==> src/rtl/npu_pkg.sv <==
// Shared definitions for the NPU output-buffer path.
//   obuf_state_e    : tile-sequencing states of obuf_ctrl
//   OBUF_FIFO_DEPTH : entries in the drain-side output FIFO
package npu_pkg;

  typedef enum logic [1:0] {
    ST_IDLE   = 2'd0,
    ST_WRITE  = 2'd1,
    ST_DRAIN  = 2'd2,
    ST_FINISH = 2'd3
  } obuf_state_e;

  localparam int unsigned OBUF_FIFO_DEPTH = 2;

endpackage

==> src/rtl/obuf_ctrl_if.sv <==
// Downstream row stream leaving the output buffer controller.
//   out_data  : one drained buffer row (all columns)
//   out_valid : out_data holds a row
//   out_ready : consumer accepts; a transfer happens when both are high
// master = obuf_ctrl side, slave = consumer side.
interface obuf_ctrl_if #(
  parameter int unsigned DATA_WIDTH = 64
) ();

  logic [DATA_WIDTH-1:0] out_data;
  logic                  out_valid;
  logic                  out_ready;

  modport master (
    output out_data,
    output out_valid,
    input  out_ready
  );

  modport slave (
    input  out_data,
    input  out_valid,
    output out_ready
  );

endinterface

==> src/rtl/obuf_skid_fifo.sv <==
// Small circular FIFO with valid/ready on both sides, used to absorb
// downstream backpressure while buffer reads are in flight.
//   clk, reset           : clock, synchronous active-high reset (empties FIFO)
//   in_valid/in_ready    : write side handshake, in_data written on transfer
//   out_valid/out_ready  : read side handshake, out_data is the head entry
//   count                : current occupancy
// The head entry is held in storage until popped, so out_data is stable
// while out_valid is high and out_ready is low.
module obuf_skid_fifo
  import npu_pkg::*;
#(
  parameter  int unsigned WIDTH = 64,
  parameter  int unsigned DEPTH = OBUF_FIFO_DEPTH,
  localparam int unsigned PTR_W = (DEPTH > 1) ? $clog2(DEPTH) : 1,
  localparam int unsigned CNT_W = $clog2(DEPTH + 1)
) (
  input  logic             clk,
  input  logic             reset,
  input  logic             in_valid,
  output logic             in_ready,
  input  logic [WIDTH-1:0] in_data,
  output logic             out_valid,
  input  logic             out_ready,
  output logic [WIDTH-1:0] out_data,
  output logic [CNT_W-1:0] count
);

  logic [WIDTH-1:0] mem [DEPTH];
  logic [PTR_W-1:0] wr_ptr;
  logic [PTR_W-1:0] rd_ptr;
  logic [CNT_W-1:0] cnt;
  logic             push;
  logic             pop;

  function automatic logic [PTR_W-1:0] ptr_inc(input logic [PTR_W-1:0] p);
    return (p == PTR_W'(DEPTH - 1)) ? '0 : p + PTR_W'(1);
  endfunction

  assign in_ready  = (cnt < CNT_W'(DEPTH));
  assign out_valid = (cnt != '0);
  assign push      = in_valid && in_ready;
  assign pop       = out_valid && out_ready;
  assign out_data  = mem[rd_ptr];
  assign count     = cnt;

  always_ff @(posedge clk) begin
    if (reset) begin
      wr_ptr <= '0;
      rd_ptr <= '0;
      cnt    <= '0;
    end else begin
      if (push) wr_ptr <= ptr_inc(wr_ptr);
      if (pop)  rd_ptr <= ptr_inc(rd_ptr);
      unique case ({push, pop})
        2'b10:   cnt <= cnt + CNT_W'(1);
        2'b01:   cnt <= cnt - CNT_W'(1);
        default: cnt <= cnt;
      endcase
    end
  end

  // Storage needs no reset: entries are only observed while counted valid.
  always_ff @(posedge clk) begin
    if (push) mem[wr_ptr] <= in_data;
  end

endmodule

==> src/rtl/obuf_ctrl.sv <==
// Output buffer controller: sequences one output tile through the
// systolic-array output buffer.
//   WRITE  : enables the output address generator while the array
//            streams results in, then waits one settle cycle
//   DRAIN  : reads the tile rows back out of the buffer and sends them
//            downstream through a 2-entry FIFO with valid/ready
//   FINISH : one-cycle done pulse
// Ports:
//   clk, reset        : clock, synchronous active-high reset
//   start             : tile start pulse (IDLE only)
//   cfg_num_rows/cols/base_addr : tile configuration, latched on start
//   ag_o_on           : output address generator enable
//   num_cols, base_addr : latched configuration driven to the buffer
//   read_addr, rd_data : buffer read port (data one cycle after address)
//   dn                : downstream row stream (out_data/out_valid/out_ready)
//   busy, done        : status
module obuf_ctrl
  import npu_pkg::*;
#(
  parameter  int unsigned RAM_SIZE   = 256,
  parameter  int unsigned ADDR_WIDTH = $clog2(RAM_SIZE),
  parameter  int unsigned ARRAY_M    = 8,
  parameter  int unsigned ACT_WIDTH  = 8,
  localparam int unsigned COL_W      = $clog2(ARRAY_M) + 1,
  localparam int unsigned DATA_W     = ACT_WIDTH * ARRAY_M
) (
  input  logic                  clk,
  input  logic                  reset,
  input  logic                  start,
  input  logic [ADDR_WIDTH:0]   cfg_num_rows,
  input  logic [COL_W-1:0]      cfg_num_cols,
  input  logic [ADDR_WIDTH-1:0] cfg_base_addr,
  output logic                  ag_o_on,
  output logic [COL_W-1:0]      num_cols,
  output logic [ADDR_WIDTH-1:0] base_addr,
  output logic [ADDR_WIDTH-1:0] read_addr,
  input  logic [DATA_W-1:0]     rd_data,
  obuf_ctrl_if.master           dn,
  output logic                  busy,
  output logic                  done
);

  localparam int unsigned RCNT_W = ADDR_WIDTH + 1;
  localparam int unsigned WCNT_W = ADDR_WIDTH + COL_W + 1;
  localparam int unsigned FCNT_W = $clog2(OBUF_FIFO_DEPTH + 1);

  obuf_state_e         state;
  obuf_state_e         state_nxt;

  logic [RCNT_W-1:0]     num_rows_q;
  logic [RCNT_W-1:0]     rd_cnt;
  logic [RCNT_W-1:0]     xfer_cnt;
  logic [WCNT_W-1:0]     wr_cnt;
  logic [WCNT_W-1:0]     wr_len;
  logic [ADDR_WIDTH-1:0] rd_ptr;
  logic                  rd_pending;

  logic                  start_ok;
  logic                  issue;
  logic                  credit_ok;
  logic                  last_xfer;

  logic                  fifo_in_ready;
  logic                  fifo_push;
  logic                  fifo_out_valid;
  logic                  fifo_pop;
  logic [DATA_W-1:0]     fifo_out_data;
  logic [FCNT_W-1:0]     fifo_count;

  assign start_ok  = (state == ST_IDLE) && start;
  assign wr_len    = WCNT_W'(num_rows_q) + WCNT_W'(num_cols) - WCNT_W'(1);
  assign fifo_pop  = fifo_out_valid && dn.out_ready;
  assign fifo_push = rd_pending && fifo_in_ready;
  assign last_xfer = fifo_pop && (xfer_cnt == num_rows_q - RCNT_W'(1));

  // A read may issue when stored entries plus the read already in flight,
  // less the entry leaving this cycle, leave a free slot. Counting the pop
  // keeps one row per cycle with a 2-entry FIFO and one read in flight.
  assign credit_ok = ({1'b0, fifo_count} + {{FCNT_W{1'b0}}, rd_pending}) <
                     ({1'b0, FCNT_W'(OBUF_FIFO_DEPTH)} + {{FCNT_W{1'b0}}, fifo_pop});

  assign read_addr    = rd_ptr;
  assign dn.out_valid = fifo_out_valid;
  assign dn.out_data  = fifo_out_data;

  // State register
  always_ff @(posedge clk) begin
    if (reset) state <= ST_IDLE;
    else       state <= state_nxt;
  end

  // Next-state logic
  always_comb begin
    state_nxt = state;
    unique case (state)
      ST_IDLE: begin
        if (start) state_nxt = (cfg_num_rows == '0) ? ST_FINISH : ST_WRITE;
      end
      ST_WRITE: begin
        // wr_cnt == wr_len is the settle cycle with ag_o_on already low
        if (wr_cnt == wr_len) state_nxt = ST_DRAIN;
      end
      ST_DRAIN: begin
        if (last_xfer) state_nxt = ST_FINISH;
      end
      ST_FINISH: state_nxt = ST_IDLE;
      default:   state_nxt = ST_IDLE;
    endcase
  end

  // Output logic
  always_comb begin
    ag_o_on = 1'b0;
    busy    = 1'b0;
    done    = 1'b0;
    issue   = 1'b0;
    unique case (state)
      ST_IDLE: ;
      ST_WRITE: begin
        busy    = 1'b1;
        ag_o_on = (wr_cnt < wr_len);
      end
      ST_DRAIN: begin
        busy  = 1'b1;
        issue = (rd_cnt != num_rows_q) && credit_ok;
      end
      ST_FINISH: begin
        busy = 1'b1;
        done = 1'b1;
      end
      default: ;
    endcase
  end

  // Configuration latch, counters and read pointer
  always_ff @(posedge clk) begin
    if (reset) begin
      num_rows_q <= '0;
      num_cols   <= '0;
      base_addr  <= '0;
      rd_ptr     <= '0;
      rd_cnt     <= '0;
      xfer_cnt   <= '0;
      wr_cnt     <= '0;
      rd_pending <= 1'b0;
    end else begin
      rd_pending <= issue;
      if (start_ok) begin
        num_rows_q <= cfg_num_rows;
        num_cols   <= cfg_num_cols;
        base_addr  <= cfg_base_addr;
        rd_ptr     <= cfg_base_addr;
        rd_cnt     <= '0;
        xfer_cnt   <= '0;
        wr_cnt     <= '0;
      end else begin
        if (state == ST_WRITE) wr_cnt <= wr_cnt + WCNT_W'(1);
        if (issue) begin
          rd_cnt <= rd_cnt + RCNT_W'(1);
          rd_ptr <= (rd_ptr == ADDR_WIDTH'(RAM_SIZE - 1)) ? '0 : rd_ptr + ADDR_WIDTH'(1);
        end
        if (fifo_pop) xfer_cnt <= xfer_cnt + RCNT_W'(1);
      end
    end
  end

  obuf_skid_fifo #(
    .WIDTH (DATA_W),
    .DEPTH (OBUF_FIFO_DEPTH)
  ) u_fifo (
    .clk       (clk),
    .reset     (reset),
    .in_valid  (fifo_push),
    .in_ready  (fifo_in_ready),
    .in_data   (rd_data),
    .out_valid (fifo_out_valid),
    .out_ready (dn.out_ready),
    .out_data  (fifo_out_data),
    .count     (fifo_count)
  );

endmodule

==> src/flat_wrapper.sv <==
// flat-port wrapper written by rule: the top's interface ports become plain ports
module obuf_ctrl_flat import npu_pkg::*;
#(
  parameter  int unsigned RAM_SIZE   = 256,
  parameter  int unsigned ADDR_WIDTH = $clog2(RAM_SIZE),
  parameter  int unsigned ARRAY_M    = 8,
  parameter  int unsigned ACT_WIDTH  = 8,
  localparam int unsigned COL_W      = $clog2(ARRAY_M) + 1,
  localparam int unsigned DATA_W     = ACT_WIDTH * ARRAY_M
)
  (clk, reset, start, cfg_num_rows, cfg_num_cols, cfg_base_addr, ag_o_on, num_cols, base_addr, read_addr, rd_data, busy, done, dn_out_data, dn_out_valid, dn_out_ready);
  obuf_ctrl_if #(.DATA_WIDTH((64))) dn_i ();
  input  logic clk;
  input  logic reset;
  input  logic start;
  input  logic [ADDR_WIDTH:0] cfg_num_rows;
  input  logic [COL_W-1:0] cfg_num_cols;
  input  logic [ADDR_WIDTH-1:0] cfg_base_addr;
  output logic ag_o_on;
  output logic [COL_W-1:0] num_cols;
  output logic [ADDR_WIDTH-1:0] base_addr;
  output logic [ADDR_WIDTH-1:0] read_addr;
  input  logic [DATA_W-1:0] rd_data;
  output logic busy;
  output logic done;
  output wire logic [$bits(dn_i.out_data)-1:0] dn_out_data;
  output wire logic [$bits(dn_i.out_valid)-1:0] dn_out_valid;
  input wire logic [$bits(dn_i.out_ready)-1:0] dn_out_ready;
  assign dn_out_data = dn_i.out_data;
  assign dn_out_valid = dn_i.out_valid;
  assign dn_i.out_ready = dn_out_ready;
  obuf_ctrl #(.RAM_SIZE(RAM_SIZE), .ADDR_WIDTH(ADDR_WIDTH), .ARRAY_M(ARRAY_M), .ACT_WIDTH(ACT_WIDTH)) u_core (.clk(clk), .reset(reset), .start(start), .cfg_num_rows(cfg_num_rows), .cfg_num_cols(cfg_num_cols), .cfg_base_addr(cfg_base_addr), .ag_o_on(ag_o_on), .num_cols(num_cols), .base_addr(base_addr), .read_addr(read_addr), .rd_data(rd_data), .dn(dn_i), .busy(busy), .done(done));
endmodule
==> config.mk <==
export PLATFORM = sky130hd
export DESIGN_NAME = obuf_ctrl_flat
export DESIGN_NICKNAME = d
export VERILOG_FILES = /design/src/rtl/npu_pkg.sv /design/src/rtl/obuf_ctrl_if.sv /design/src/rtl/obuf_skid_fifo.sv /design/src/rtl/obuf_ctrl.sv /design/src/flat_wrapper.sv
export SDC_FILE = /design/constraint.sdc
export NUM_CORES = 1
export LEC_CHECK = 0
export ABC_AREA = 1
export BUFFER_PORTS_ARGS = -buffer_cell sky130_fd_sc_hd__buf_2
export CAP_MARGIN = 15
export CORE_ASPECT_RATIO = 0.9
export CORE_MARGIN = 2
export CORE_UTILIZATION = 35
export CTS_CLUSTER_DIAMETER = 100
export DETAILED_ROUTE_END_ITERATION = 12
export PLACE_DENSITY = 0.55
export SLEW_MARGIN = 20
export SYNTH_ARGS = -nofsm -noshare
export SYNTH_HDL_FRONTEND = slang
export SYNTH_SLANG_ARGS = --single-unit
export TNS_END_PERCENT = 1
==> constraint.sdc <==
create_clock -name clk -period 11.6 [get_ports clk]
set_input_delay 2.32 -clock clk [delete_from_list [all_inputs] [get_ports clk]]
set_output_delay 2.32 -clock clk [all_outputs]
set_load 0.05 [all_outputs]
; Word-level counts from Yosys, hierarchy flattened
; Memory sizes are Yosys's and may differ from the RTL's. A register that Yosys moved wholly into a read port is not among the register bits.
; Cells that the tools add are included.
[totals]
mem_count = 1
mem_bits_rw = 128
input_bits = 89
reg_bits = 67
[op_classes]
n_mux = 19
n_lt_le_gt_ge = 3
n_reduce_logical = 14
addsub = 13
eq_ne = 12
[memory_table]
columns = memory, depth, width, rd, rd_clocked_by_memory_dff, wr, line
row1 = u_core.u_fifo.mem, 2, 64, 1, 1, 1, obuf_skid_fifo.sv:28  ; logic [WIDTH-1:0] mem [DEPTH];
[op_table]
columns = operator, count
row1 = $mux 8, 3
row2 = $add 9x1->9 const B, 2
row3 = $add 13x1->13 const B, 1
row4 = $eq 13x13->1, 1
row5 = $lt 13x13->1, 1
row6 = $sub 13x1->13 const B, 1
row7 = $add 9x4->10, 1
row8 = $mux 1, 10
row9 = $eq 9x9->1, 1
row10 = $logic_not 9->1, 1
row11 = $ne 9x9->1, 1
row12 = $sub 9x1->9 const B, 1
row13 = $add 8x1->8 const B, 1
row14 = $eq 8x8->1 const B, 1
row15 = $mux 2, 4
row16 = $pmux 2 s4, 1
row17 = $eq 2x2->1 const B, 3
row18 = $logic_and 1x1->1, 6
row19 = $reduce_bool 2->1, 3
row20 = $eq 2x1->1 const B, 2
row21 = $ne 2x1->1 const B, 2
row22 = $pmux 2 s2, 1
row23 = $add 2x1->3, 1
row24 = $add 2x1->3 const A, 1
row25 = other kinds (10), 11

; Depth between registers and ports, before layout
[depth]
ltp_word = 8
ltp_mapped = 21

; By module
; From an unflattened synthesis, not the netlist that was laid out.
[unflattened]
cells_unflattened = 807
area_unflattened_um2 = 9221.3
[modules_own_cells]
columns = module, cells_per_inst, n_inst, seq_area_each_um2, area_each_um2
row1 = obuf_skid_fifo, 235, 1, 3943.8, 5154.9
row2 = obuf_ctrl, 572, 1, 1261.2, 4066.4

; Least setup slack after synthesis
; No wires, ideal clock.
[synth_timing]
path_type = reg2out
startpoint = register u_core.num_cols[0]
endpoint = output ag_o_on
n_path_buf = 0
setup_slack_ns = 5.814
required_ns = 9.280
arrival_ns = 3.466
stages_incl_launch_ff = 18
cell_sequence = dfxtp_1 ha_1 fa_1 inv_1 ha_1 nand4_1 nor2_2 nand2_1 o21ai_0 nand2_1 ha_1 nand2_1 inv_1 nand2_1 nand3_1 a21oi_1 o21ai_0 nor2_1
[synth_between]
elab_chain_cells = 4
[synth_rtl]
columns = element, line
row1 = start: declaration, obuf_ctrl.sv:34  ; output logic [COL_W-1:0] num_cols,
row2 = start signal: assignment, obuf_ctrl.sv:150  ; num_cols <= cfg_num_cols;
row3 = $add 9x4->10, obuf_ctrl.sv:71  ; assign wr_len = WCNT_W'(num_rows_q) + WCNT_W'(num_cols) - WCNT_W'(1);
row4 = $sub 13x1->13, obuf_ctrl.sv:71
row5 = $lt 13x13->1, obuf_ctrl.sv:121  ; ag_o_on = (wr_cnt < wr_len);
row6 = $mux 1, obuf_ctrl.sv:117  ; unique case (state)
row7 = end: declaration, flat_wrapper.sv:19  ; output logic ag_o_on;
; Every way passes these cells.

; Final worst setup path
[layout_timing]
startpoint = register u_core.num_rows_q[0]
endpoint = output ag_o_on
[layout_between]
elab_chain_cells = 4
[layout_rtl]
columns = element, line
row1 = start: declaration, obuf_ctrl.sv:50  ; logic [RCNT_W-1:0] num_rows_q;
row2 = start signal: assignment, obuf_ctrl.sv:149  ; num_rows_q <= cfg_num_rows;
row3 = $add 9x4->10, obuf_ctrl.sv:71
row4 = $sub 13x1->13, obuf_ctrl.sv:71
row5 = $lt 13x13->1, obuf_ctrl.sv:121
row6 = $mux 1, obuf_ctrl.sv:117
; Every way passes these cells.

==> flow_summary.ini <==
[status]
status = finished, final reports clean

[worst_setup_path]
cpPeakStageDelay_ns = 0.39
path_class = reg -> out
crit_cells = 20
crit_fanout = 5
end_kind = output pin
slowest_stage = fa_1
arrival_ns = 3.60
path_buf_inv = 3
rr_worst_depth = 17
critPathLaunchType = flip-flop
crit_family = simple AND/OR/NAND/NOR gates
r2r_slack_ns = 8.25
cp.required_ns = 9.28
crit_chain = ha_1, fa_1, inv_1, or2_0, and2_2, nand2_1, nor2_2, nand3_1, nor2_2, nand2_1, xor2_1, ha_1, nand2_1, inv_1, nand3_1, nand3_1, a21oi_1, o21ai_0, nor2_1, buf_2

[floorplan]
die_area_sq_um = 26730
start_util_pct = 35.54
num_io_pins = 177
die_x_microns = 172.1
die_h_microns = 155.3
rows = 55
core_area_sq_um = 25050

[clock_tree]
clock_latency_ns = 0.43
cts_resized = 0
postCtsSetupRepairBufs = 0
numCtsBuffers = 17
clkTransAtPathRegs_ns = 0.08
cts_max_path_buffers = 2
root_buffer = clkbuf_16
holdBufCountCts = 0
ctsHtreeMaxLevel = 4
cts_tree = yes
clkSinkCount = 196

[logic_synthesis]
yosysWarnings = 0
seq_area_frac_synth_pct = 58.46
syn_area_sq_um = 8904
yosys_register_bits = 196
ys_top_cells_by_area = edfxtp_1, dfxtp_1, mux2_2, nand2_1, ha_1
postSynthCellCount = 824
ys_types = 50
yosys.area.top_type = edfxtp_1
ys.flop_type = edfxtp_1
syn_avg_cell_area_sq_um = 10.81
synthesis.nets = 945
synth_edf_count = 128
yosysTopAreaCellShare_pct = 43.17
synthArstFlopShare_pct = 0

[global_routing]
grt_pass1_wl_mm = 30.93
grt_pass1_vias = 6072
grt_use_total_pct = 14.85
antenna_found_initial = 0
grt_max_degree = 65
grt_overflow = 0

[routing]
drc = 0
avgRoutedWirePerCell_microns = 14.65
ant_nets = 0
vias_per_cell = 4.685
drt_first_pass_iters = 5
vias = 6348
routed_wl_mm = 19.86
drt_iter0_drc = 324

[finish]
finalNonFillerCells = 1355
final_util_pct = 42.86
nets = 1121
drive_above_1_share_pct = 30.40
fin_area_sq_um = 10740
syn_to_final_growth_pct = 20.59
antenna-diode-count = 0
nFillCells = 2508

[flow_run]
maxCapViolations = 0

[pwr]
ir_drop_v = 0.0001110
power_density_nw_per_um2 = 212.4
leakagePower_uw = 0.004179

[timing]
skew_ns = 0.009656
min_period_ns = 5.917
hold_violations = 0
fin_tns_setup_ns = 0
final_max_slew_viol_count = 0
rsz0062_at_grt = false
fmax_ghz = 0.1690
max_slew_margin_pct = 40.08
setup_viol = 0
worstMarginPinSlew_ns = 0.8988
period_share_pct = 51.01

[placement]
place_congestion = 0.8644
port_buffers = 176
dp_hpwl_mm = 14.06
placed_area_sq_um = 10140
dp_cells = 1323

[min_path]
holdPathStages = 1
hold_path.class = reg -> reg
cell families (layout without fill, tap and decap cells):
logic type	count (synthesis)	in the layout	synth area share, %
multiplexers	64	64	8.094
AO/OA/AOI/OAI	119	119	7.153
buffers and inverters	98	287	4.539
XOR/XNOR	23	23	2.431
AND/OR/NAND/NOR	292	292	14.74
adder cells (fa/ha/maj)	32	32	4.581
flip-flops	196	196	58.46
flip-flops by register name (all words and copies together) (netlist names), named ones only:
name / count
u_core.state: 2
u_core.read_addr: 8
u_core.u_fifo.mem: 128
u_core.rd_cnt: 9
u_core.num_rows_q: 9
u_core.rd_pending: 1
u_core.u_fifo.count: 2
u_core.u_fifo.rd_ptr: 1
u_core.wr_cnt: 13
u_core.base_addr: 8
u_core.xfer_cnt: 9
u_core.num_cols: 4
u_core.u_fifo.wr_ptr: 1
final cells by class:
cell class | count | area (sq um) | area share [%]
Clock inverter | 14 | 167.7 | 1.562
Tap cell | 342 | 427.9 | 3.986
Sequential cell | 196 | 5206 | 48.49
Multi-Input combinational cell | 530 | 3309 | 30.82
Inverter | 74 | 277.8 | 2.587
Timing Repair Buffer | 181 | 918.4 | 8.554
Clock buffer | 18 | 429.2 | 3.997
metal layers:
metal	vias to the layer above	wire [microns]	track usage, %
met2	173	9065	23.85
met4	0	202	4.162
met1	2948	9093	19.48
met3	17	1495	4.426
li1	3210	-	-
met5	-	0	0
cells in the mapped netlist (all sizes together), types with 2 or more instances:
master and count:
nand2 152, inv 73, a21oi 66, nor2 55
nor3 18, clkbuf 10, or2 3, edfxtp 128
nor3b 3, xnor2 6, xor2 17, mux2 64
o21ai 45, buf 14, dfxtp 68, nor4 4
ha 31, nand3 39, and3 2, nand4 12
nand3b 2
path summary, 6_finish.rpt:
path | start | to
setup / recovery | u_core.num_rows_q[0]$_SDFFE_PP0P_ | ag_o_on
hold / removal | u_core.u_fifo.rd_ptr$_SDFFE_PP0P_ | flip-flop
setup reg to reg | u_core.num_rows_q[0]$_SDFFE_PP0P_ | u_core.state[0]$_SDFFE_PP0P_
hold reg to reg | u_core.u_fifo.rd_ptr$_SDFFE_PP0P_ | flip-flop
power breakdown:
| group | switching [uW] | total, uW | internal (uW) | leakage, uW |
|---|---|---|---|---|
| Clock | 293 | 587 | 294 | 0.000290 |
| Sequential | 49.0 | 861 | 812 | 0.00171 |
| Combinational | 589 | 832 | 243 | 0.00218 |
layout by cell type (no fill, tap or decap), types with 17 or more instances in the layout:
cell type | Yosys | final
a21oi_1 | 61 | 61
nand3_1 | 35 | 35
buf_2 | 8 | 176
ha_1 | 31 | 31
o21ai_0 | 43 | 43
inv_1 | 71 | 71
clkbuf_16 | 0 | 17
nor2_1 | 51 | 49
nand2_1 | 148 | 148
edfxtp_1 | 128 | 128
mux2_2 | 64 | 64
dfxtp_1 | 68 | 67
through the flow:
stage,hold slack (ns),worst slack (ns),power (uW)
2_1_floorplan,0.4257,5.814,1524
3_3_place_gp,0.4325,6.209,1709
3_5_place_dp,0.4294,6.123,1715
4_1_cts,0.4495,5.637,2315
5_1_grt,0.4670,5.351,2423
6_report,0.4466,5.683,2280
(Power assumes the default switching activity.)
